$ cat src/rtl/traffic_light_uart_rx.sv
// UART 8N1 receiver that assembles space-terminated words and decodes them
// into a traffic-light code (Green/Yellow/Red/Pedestrian).
module traffic_light_uart_rx #(
  parameter int CLKS_PER_BIT = 105,
  parameter int MAX_WORD     = 11
) (
  input  logic       clk,
  input  logic       rst_n,
  input  logic       rx,
  output logic [7:0] byte_data,
  output logic       byte_valid,
  output logic [1:0] light_state,
  output logic       state_valid,
  output logic       state_known,
  output logic       frame_err,
  output logic       word_err,
  output logic [1:0] dbg_state
);

  // All *_valid / *_err outputs are single-cycle strobes with no back-pressure:
  // the associated data is stable in the same cycle the strobe is high.

  localparam int TW = (CLKS_PER_BIT > 1) ? $clog2(CLKS_PER_BIT) : 1;
  localparam int LW = $clog2(MAX_WORD + 1);
  localparam logic [TW-1:0] HALF_T = TW'(CLKS_PER_BIT / 2);
  localparam logic [TW-1:0] LAST_T = TW'(CLKS_PER_BIT - 1);

  typedef enum logic [1:0] {S_IDLE, S_START, S_DATA, S_STOP} state_e;

  state_e          state_q, state_d;
  logic            rx_meta_q, rx_s;
  logic [TW-1:0]   timer_q, timer_d;
  logic [7:0]      shift_q, shift_d;
  logic [2:0]      bit_cnt_q, bit_cnt_d;
  logic            stop_err_q, stop_err_d;
  logic            load_byte, ferr_set;
  logic            half_hit, full_hit;

  logic [7:0]      byte_data_q;
  logic            byte_valid_q, frame_err_q;

  logic [79:0]     buf_q;
  logic [LW-1:0]   len_q;
  logic            discard_q;
  logic [1:0]      light_q;
  logic            state_valid_q, state_known_q, word_err_q;
  logic            is_space, match;
  logic [1:0]      match_code;

  always_ff @(posedge clk or negedge rst_n) begin
    if (!rst_n) begin
      rx_meta_q <= 1'b1;
      rx_s      <= 1'b1;
    end else begin
      rx_meta_q <= rx;
      rx_s      <= rx_meta_q;
    end
  end

  assign half_hit = (timer_q == HALF_T);
  assign full_hit = (timer_q == LAST_T);

  always_ff @(posedge clk or negedge rst_n) begin
    if (!rst_n) state_q <= S_IDLE;
    else        state_q <= state_d;
  end

  always_comb begin
    state_d = state_q;
    unique case (state_q)
      S_IDLE:  if (!rx_s) state_d = S_START;
      S_START: if (half_hit) state_d = rx_s ? S_IDLE : S_DATA;
      S_DATA:  if (full_hit && bit_cnt_q == 3'd7) state_d = S_STOP;
      S_STOP: begin
        if (stop_err_q) begin
          if (rx_s) state_d = S_IDLE;
        end else if (full_hit && rx_s) begin
          state_d = S_IDLE;
        end
      end
      default: state_d = S_IDLE;
    endcase
  end

  always_comb begin
    timer_d    = timer_q;
    shift_d    = shift_q;
    bit_cnt_d  = bit_cnt_q;
    stop_err_d = stop_err_q;
    load_byte  = 1'b0;
    ferr_set   = 1'b0;
    unique case (state_q)
      S_IDLE: begin
        timer_d    = '0;
        bit_cnt_d  = '0;
        stop_err_d = 1'b0;
      end
      S_START: timer_d = half_hit ? '0 : timer_q + TW'(1);
      S_DATA: begin
        timer_d = full_hit ? '0 : timer_q + TW'(1);
        if (full_hit) begin
          shift_d   = {rx_s, shift_q[7:1]};
          bit_cnt_d = bit_cnt_q + 3'd1;
        end
      end
      S_STOP: begin
        if (stop_err_q) begin
          // Broken stop bit: park until the line returns to idle.
          timer_d = '0;
          if (rx_s) stop_err_d = 1'b0;
        end else begin
          timer_d = full_hit ? '0 : timer_q + TW'(1);
          if (full_hit) begin
            if (rx_s) begin
              load_byte = 1'b1;
            end else begin
              ferr_set   = 1'b1;
              stop_err_d = 1'b1;
            end
          end
        end
      end
      default: timer_d = '0;
    endcase
  end

  always_ff @(posedge clk or negedge rst_n) begin
    if (!rst_n) begin
      timer_q      <= '0;
      shift_q      <= '0;
      bit_cnt_q    <= '0;
      stop_err_q   <= 1'b0;
      byte_data_q  <= '0;
      byte_valid_q <= 1'b0;
      frame_err_q  <= 1'b0;
    end else begin
      timer_q      <= timer_d;
      shift_q      <= shift_d;
      bit_cnt_q    <= bit_cnt_d;
      stop_err_q   <= stop_err_d;
      byte_valid_q <= load_byte;
      frame_err_q  <= ferr_set;
      if (load_byte) byte_data_q <= shift_q;
    end
  end

  // The buffer keeps the newest characters in its low bytes, so a word of
  // length N is matched against buf_q[8*N-1:0].
  always_comb begin
    match      = 1'b1;
    match_code = 2'b10;
    if (int'(len_q) == 5 && buf_q[39:0] == "Green")            match_code = 2'b00;
    else if (int'(len_q) == 6 && buf_q[47:0] == "Yellow")      match_code = 2'b01;
    else if (int'(len_q) == 3 && buf_q[23:0] == "Red")         match_code = 2'b10;
    else if (int'(len_q) == 10 && buf_q[79:0] == "Pedestrian") match_code = 2'b11;
    else match = 1'b0;
  end

  assign is_space = (byte_data_q == 8'h20);

  always_ff @(posedge clk or negedge rst_n) begin
    if (!rst_n) begin
      buf_q         <= '0;
      len_q         <= '0;
      discard_q     <= 1'b0;
      light_q       <= 2'b10;
      state_valid_q <= 1'b0;
      state_known_q <= 1'b0;
      word_err_q    <= 1'b0;
    end else begin
      state_valid_q <= 1'b0;
      word_err_q    <= 1'b0;
      if (frame_err_q) begin
        buf_q <= '0;
        len_q <= '0;
      end else if (byte_valid_q) begin
        if (is_space) begin
          if (discard_q) begin
            discard_q <= 1'b0;
          end else if (match) begin
            light_q       <= match_code;
            state_valid_q <= 1'b1;
            state_known_q <= 1'b1;
          end else begin
            word_err_q <= 1'b1;
          end
          buf_q <= '0;
          len_q <= '0;
        end else if (!discard_q) begin
          if (int'(len_q) == MAX_WORD - 1) begin
            word_err_q <= 1'b1;
            discard_q  <= 1'b1;
          end else begin
            buf_q <= {buf_q[71:0], byte_data_q};
            len_q <= len_q + LW'(1);
          end
        end
      end
    end
  end

  assign byte_data   = byte_data_q;
  assign byte_valid  = byte_valid_q;
  assign frame_err   = frame_err_q;
  assign light_state = light_q;
  assign state_valid = state_valid_q;
  assign state_known = state_known_q;
  assign word_err    = word_err_q;
  assign dbg_state   = state_q;

endmodule

$ cat config.mk
export PLATFORM = sky130hd
export DESIGN_NAME = traffic_light_uart_rx
export DESIGN_NICKNAME = d
export VERILOG_FILES = /design/src/rtl/traffic_light_uart_rx.sv
export SDC_FILE = /design/constraint.sdc
export NUM_CORES = 1
export LEC_CHECK = 0
export ABC_AREA = 1
export CORE_UTILIZATION = 40
export CTS_CLUSTER_SIZE = 14
export DETAILED_ROUTE_END_ITERATION = 10
export GPL_ROUTABILITY_DRIVEN = 0
export PLACE_DENSITY = 0.64
export REMOVE_ABC_BUFFERS = 1
export SKIP_CTS_REPAIR_TIMING = 1
export SLEW_MARGIN = 40
export SYNTH_ARGS = -nofsm -noshare
export SYNTH_HDL_FRONTEND = slang
export SYNTH_SLANG_ARGS = --single-unit
$ cat constraint.sdc
create_clock -name clk -period 2.1 [get_ports clk]
set_input_delay 0.42 -clock clk [delete_from_list [all_inputs] [get_ports clk]]
set_output_delay 0.42 -clock clk [all_outputs]
set_load 0.005 [all_outputs]
==> results of run 1 <==
-- layout make-up --
cell class | instances | area (um^2)
Clock buffer | 20 | 447
Clock inverter | 12 | 195
Fill cell | 1346 | 7440
Inverter | 110 | 413
Multi-Input combinational cell | 433 | 2330
Sequential cell | 123 | 3080
Tap cell | 184 | 230
Timing Repair Buffer | 33 | 343
-- cell usage after synthesis, types with 6 or more instances --
cell type	instances	area [um^2]
o22ai_1	38	238
nor2_1	92	345
o21ai_0	39	195
o22ai_2	20	250
dfrtp_1	120	3000
inv_1	103	387
ha_1	11	138
inv_2	6	22.5
nand2_1	113	424
nand4_1	22	138
nand3_1	53	265
nor3_1	12	60.1
buf_2	12	60.1
-- flip-flops by register name, indices dropped and copies added (netlist names), 2 cells and up, named ones only --
register,cells
byte_data,8
bit_cnt_q,3
len_q,4
shift_q,8
buf_q,80
timer_q,7
light_state,2
-- where the power goes --
group          switching (mW)  internal [mW]  leakage (nW)
registers             0.00130           2.38          1.69
clock network            1.05           2.13         0.314
logic                  0.0473         0.0109          1.01
-- per-layer routing --
metal  vias to the layer above  GRT usage
li1                       2322          -
met1                      2293      0.242
met2                       101      0.322
met3                        21     0.0495
met4                         0     0.0919
met5                         -          0
-- kinds of logic (layout without fill, tap and decap cells) --
| family | after synthesis | count (layout) | share of synthesized area |
|---|---|---|---|
| buf+inv | 130 | 175 | 0.0885 |
| flops | 123 | 123 | 0.519 |
| fa+ha+maj | 11 | 11 | 0.0232 |
| mux | 1 | 1 | 0.00190 |
| simple gates | 308 | 308 | 0.232 |
| compound gates | 107 | 107 | 0.126 |
| xor+xnor | 6 | 6 | 0.00885 |
-- how the worst min path moves through the flow --
stage | end | slack (ps) | start | cells after the start
5_1_grt | buf_q[58] | 2 | rst_n | 2
3_3_place_gp | rx_s | 350 | rx_meta_q | 0
3_5_place_dp | rx_s | 350 | rx_meta_q | 0
2_1_floorplan | async pin | 120 | rst_n | 0
4_1_cts | buf_q[51] | -20 | rst_n | 2
6_report | buf_q[52] | -10 | rst_n | 2
-- through the flow --
stage / instance area, um^2 / total power [mW] / worst slack [ps] / hold WS, ps / setup TNS, ps
6_report: 7040 / 5.61 / 130 / -11.9 / 0
5_1_grt: 7040 / 5.78 / 41.8 / 1.75 / 0
4_1_cts: 7040 / 5.66 / 120 / -15.4 / 0
3_5_place_dp: 6400 / 2.48 / 178 / 347 / 0
3_3_place_gp: 6400 / 2.48 / 301 / 346 / 0
2_1_floorplan: 5820 / 2.42 / -733 / 124 / -48790
==> flow_summary.json, run 1 <==
{
  "outcome": "finished with violations",
  "violations": "hold timing",
  "vias": 4737,
  "first_pass_iters": 4,
  "cp.depth": 1,
  "fin_cells": 915,
  "skew_ps": 8.61,
  "area_growth_pct": 18.6,
  "finalMaxSlewViolations": 0,
  "hold_class": "input pin to async pin",
  "grt_max_degree": 78,
  "max_freq_ghz": 0.508,
  "cts_tree": "done",
  "synth_seq_cells": 123,
  "clk_transition_reported_paths_ps": 60,
  "antenna_found_initial": 0,
  "whs_ps": -11.9,
  "final_nets": 732,
  "async_flop_share": 1.00,
  "synth_edf_count": 0,
  "finalSetupViolCount": 0,
  "dieArea_um2": 15300,
  "netlist_area_um2": 5940,
  "rr_worst_depth": 10,
  "die_h_um": 124,
  "cts_buffer_depth": 2,
  "cts_htree_levels": 4,
  "die_x_um": 124,
  "drive_above_1_share": 0.116,
  "drc_errors": 0,
  "p_leak_nw": 3.02,
  "overflow": 0,
  "syn_avg_cell_area_um2": 8.65,
  "synthDistinctLibCells": 38,
  "start_util": 0.410,
  "tightestPinTransition_ps": 457,
  "cts_buffers": 17,
  "ant_nets": 0,
  "cp-startpoint": "frame_err",
  "rr_startpoint": "len_q[0]",
  "slowest_delay_ps": 570,
  "boundaryPins": 20,
  "crit_end": "frame_err",
  "route.met3.wl_um": 594,
  "wl_met1_um": 6080,
  "ys_seq_area_frac": 0.519,
  "r2r-end": "buf_q[75]",
  "timing.final.crit_share": 0.938,
  "first_iter_violations": 353,
  "fin_util": 0.486,
  "grt_first_pass_wirelength_um": 22800,
  "final_cell_mix": "dfrtp_1, nand2_1, inv_1",
  "path_cells": "clkdlybuf4s50_1",
  "io_buffers": 19,
  "path_delay_family": "buffers and inverters",
  "design.core.area_um2": 14500,
  "synth_warnings": 0,
  "grt_pass1_vias": 4727,
  "wl_per_cell_um": 14.8,
  "hold_viol": 18,
  "crit_arrival_ps": 1550,
  "path_buf_inv": 1,
  "n_antenna_cell": 0,
  "placementRows": 44,
  "critPathMaxFanout": 4,
  "postRouteWirelength_um": 13500,
  "wl_met2_um": 6590,
  "start_kind": "flop",
  "synth-main-ff-cell": "dfrtp_1",
  "synthCells": 686,
  "rrSetupSlack_ps": 150,
  "rsz0062_at_grt": "no",
  "vdd_drop_max_mv": 0.606,
  "final.min_clock_period_ps": 1970,
  "insertion_delay_ps": 420,
  "final_common_cell": "dfrtp_1",
  "cts_root_buf": "clkbuf_16",
  "cap_viol_max_count": 0,
  "dr.max_layer_used": "met4",
  "dp.cells": 883,
  "slew_headroom": 0.695,
  "hpwlAfterDp_um": 9630,
  "powerDensity_nw_per_um2": 797,
  "required_ps": 1680,
  "track_usage": 0.196,
  "vias_per_cell": 5.18,
  "cts_sinks": 123,
  "critical_path_class": "flop to primary output",
  "cp_slowest_cell": "clkdlybuf4s50_1",
  "critPathCaptureType": "primary output"
}
(Power assumes the default switching activity.)
==> inputs of run 2 (changes only) <==
- CORE_ASPECT_RATIO: not set -> 1.25
- clock period: 2.1 -> 1.95 ns (I/O delays scaled with it)
==> run 2 against run 1 <==
The run ends with DRC left. Die area about the same. Sequential cell count unchanged. Utilization up 0.23 points. Register-to-register slack worse by 30 ps. Cell count down 0.44%. Non-clock buffer count up 2. Worst setup slack worse by 15 ps. Critical endpoint unchanged. Largest power group unchanged. Highest routed layer unchanged.
==> flow_summary.json, run 2 (synthesis results as in run 1) <==
{
  "drc_errors": 2,
  "finalSetupViolCount": 0,
  "cp_slowest_cell": "clkdlybuf4s50_1",
  "n_antenna_cell": 0,
  "overflow": 0,
  "crit_arrival_ps": 1440,
  "regArea_um2": 3080,
  "vias_per_cell": 5.30,
  "largest_reg_flops": 80,
  "vias": 4829,
  "violations": "DRC",
  "path_cells": "clkdlybuf4s50_1",
  "cts_htree_levels": 4,
  "rr_worst_depth": 10,
  "start_util": 0.410,
  "start_kind": "flop",
  "die_h_um": 138,
  "antenna_found_initial": 0,
  "cts_root_buf": "clkbuf_16",
  "critPathCaptureType": "primary output",
  "wl_per_cell_um": 15.1,
  "ant_nets": 0,
  "multi_input_area_um2": 2350,
  "timing.final.crit_share": 0.941,
  "grt_first_pass_wirelength_um": 23700,
  "largest-register": "buf_q",
  "required_ps": 1560,
  "grt_max_degree": 55,
  "slew_headroom": 0.687,
  "critical_path_class": "flop to primary output",
  "path_buf_inv": 1,
  "finalMaxSlewViolations": 0,
  "path_delay_family": "buffers and inverters",
  "final_nets": 734,
  "first_iter_violations": 358,
  "final_cell_mix": "dfrtp_1, nand2_1, inv_1",
  "critPathMaxFanout": 4,
  "cp.depth": 1,
  "cts_tree": "done",
  "tightestPinTransition_ps": 466,
  "drive_above_1_share": 0.126,
  "hold_class": "flop to flop",
  "cap_viol_max_count": 0,
  "postRouteWirelength_um": 13700,
  "hpwlAfterDp_um": 9950,
  "fillers": 1336,
  "boundaryPins": 20,
  "final.min_clock_period_ps": 1830,
  "dp.cells": 878,
  "final_common_cell": "dfrtp_1",
  "die_x_um": 111,
  "clk_transition_reported_paths_ps": 60,
  "design_area_um2": 7070,
  "track_usage": 0.198,
  "placed_cell_area_um2": 6440,
  "p_leak_nw": 3.02,
  "area_growth_pct": 19.1,
  "design.core.area_um2": 14500,
  "hold_viol": 0,
  "fin_cells": 911,
  "cts_buffer_depth": 2,
  "outcome": "finished with violations",
  "placementRows": 49,
  "first_pass_iters": 10,
  "max_freq_ghz": 0.545,
  "skew_ps": 11.4,
  "slowest_delay_ps": 540,
  "cts_sinks": 123,
  "grt_pass1_vias": 4931,
  "dieArea_um2": 15300,
  "io_buffers": 19,
  "cts_buffers": 17,
  "rsz0062_at_grt": "no",
  "insertion_delay_ps": 420,
  "powerDensity_nw_per_um2": 821,
  "vdd_drop_max_mv": 0.505,
  "hold_depth": 0,
  "p_total_mw": 5.80
}
run 2: changes by cell type in the layout (fill, tap and decap cells not counted), sizes merged:
cell / previous run / this run
clkbuf: 20 / 21
buf: 15 / 16
clkinvlp: 1 / 4
bufinv: 5 / 3
clkinv: 7 / 5
dlygate4sd3: 0 / 1
run 2: metrics by stage:
step,hold WS [ps],util,worst slack (ps),setup TNS (ps)
2_1_floorplan,94.4,-,-883,-60790
3_3_place_gp,315,0.445,155,0
3_5_place_dp,316,0.445,64.2,0
4_1_cts,-130,0.487,-14.0,-14.0
5_1_grt,370,0.489,3.33,0
6_report,362,0.489,115,0
run 2: cell type report:
cell class                      instances  share of cell area
Clock buffer                           21              0.0651
Clock inverter                         11              0.0204
Sequential cell                       123               0.436
Multi-Input combinational cell        433               0.332
Tap cell                              178              0.0315
Inverter                              110              0.0584
Timing Repair Buffer                   35              0.0563
run 2: where the power goes:
part           switching (mW)  internal (mW)  leakage [nW]
clock                    1.11           2.07         0.285
combinational          0.0516         0.0129          1.04
sequential            0.00155           2.56          1.69
total                    1.16           4.64          3.02
run 2: path summary, 6_finish.rpt:
| check | start | slack [ps] | to |
|---|---|---|---|
| max | frame_err | 120 | frame_err |
| min | rx_meta_q | 360 | rx_s |
| max reg2reg | len_q[0] | 120 | buf_q[62] |
| min reg2reg | rx_meta_q | 360 | rx_s |
| max in group asynchronous | rst_n | 900 | rx_meta_q |
| min in group asynchronous | rst_n | 420 | buf_q[35] |
run 2: layer usage:
metal / up-vias / GRT usage / wire [um]
met4: 0 / 0.118 / 521
met3: 38 / 0.0390 / 547
met1: 2337 / 0.225 / 5610
met5: - / 0 / 0
met2: 122 / 0.344 / 7040
li1: 2332 / - / -
==> inputs of run 3 (changes only) <==
- SKIP_LAST_GASP: not set -> 1
==> results of run 3 <==
Same layout as run 2: the final DEF is identical, and so are final timing and power.
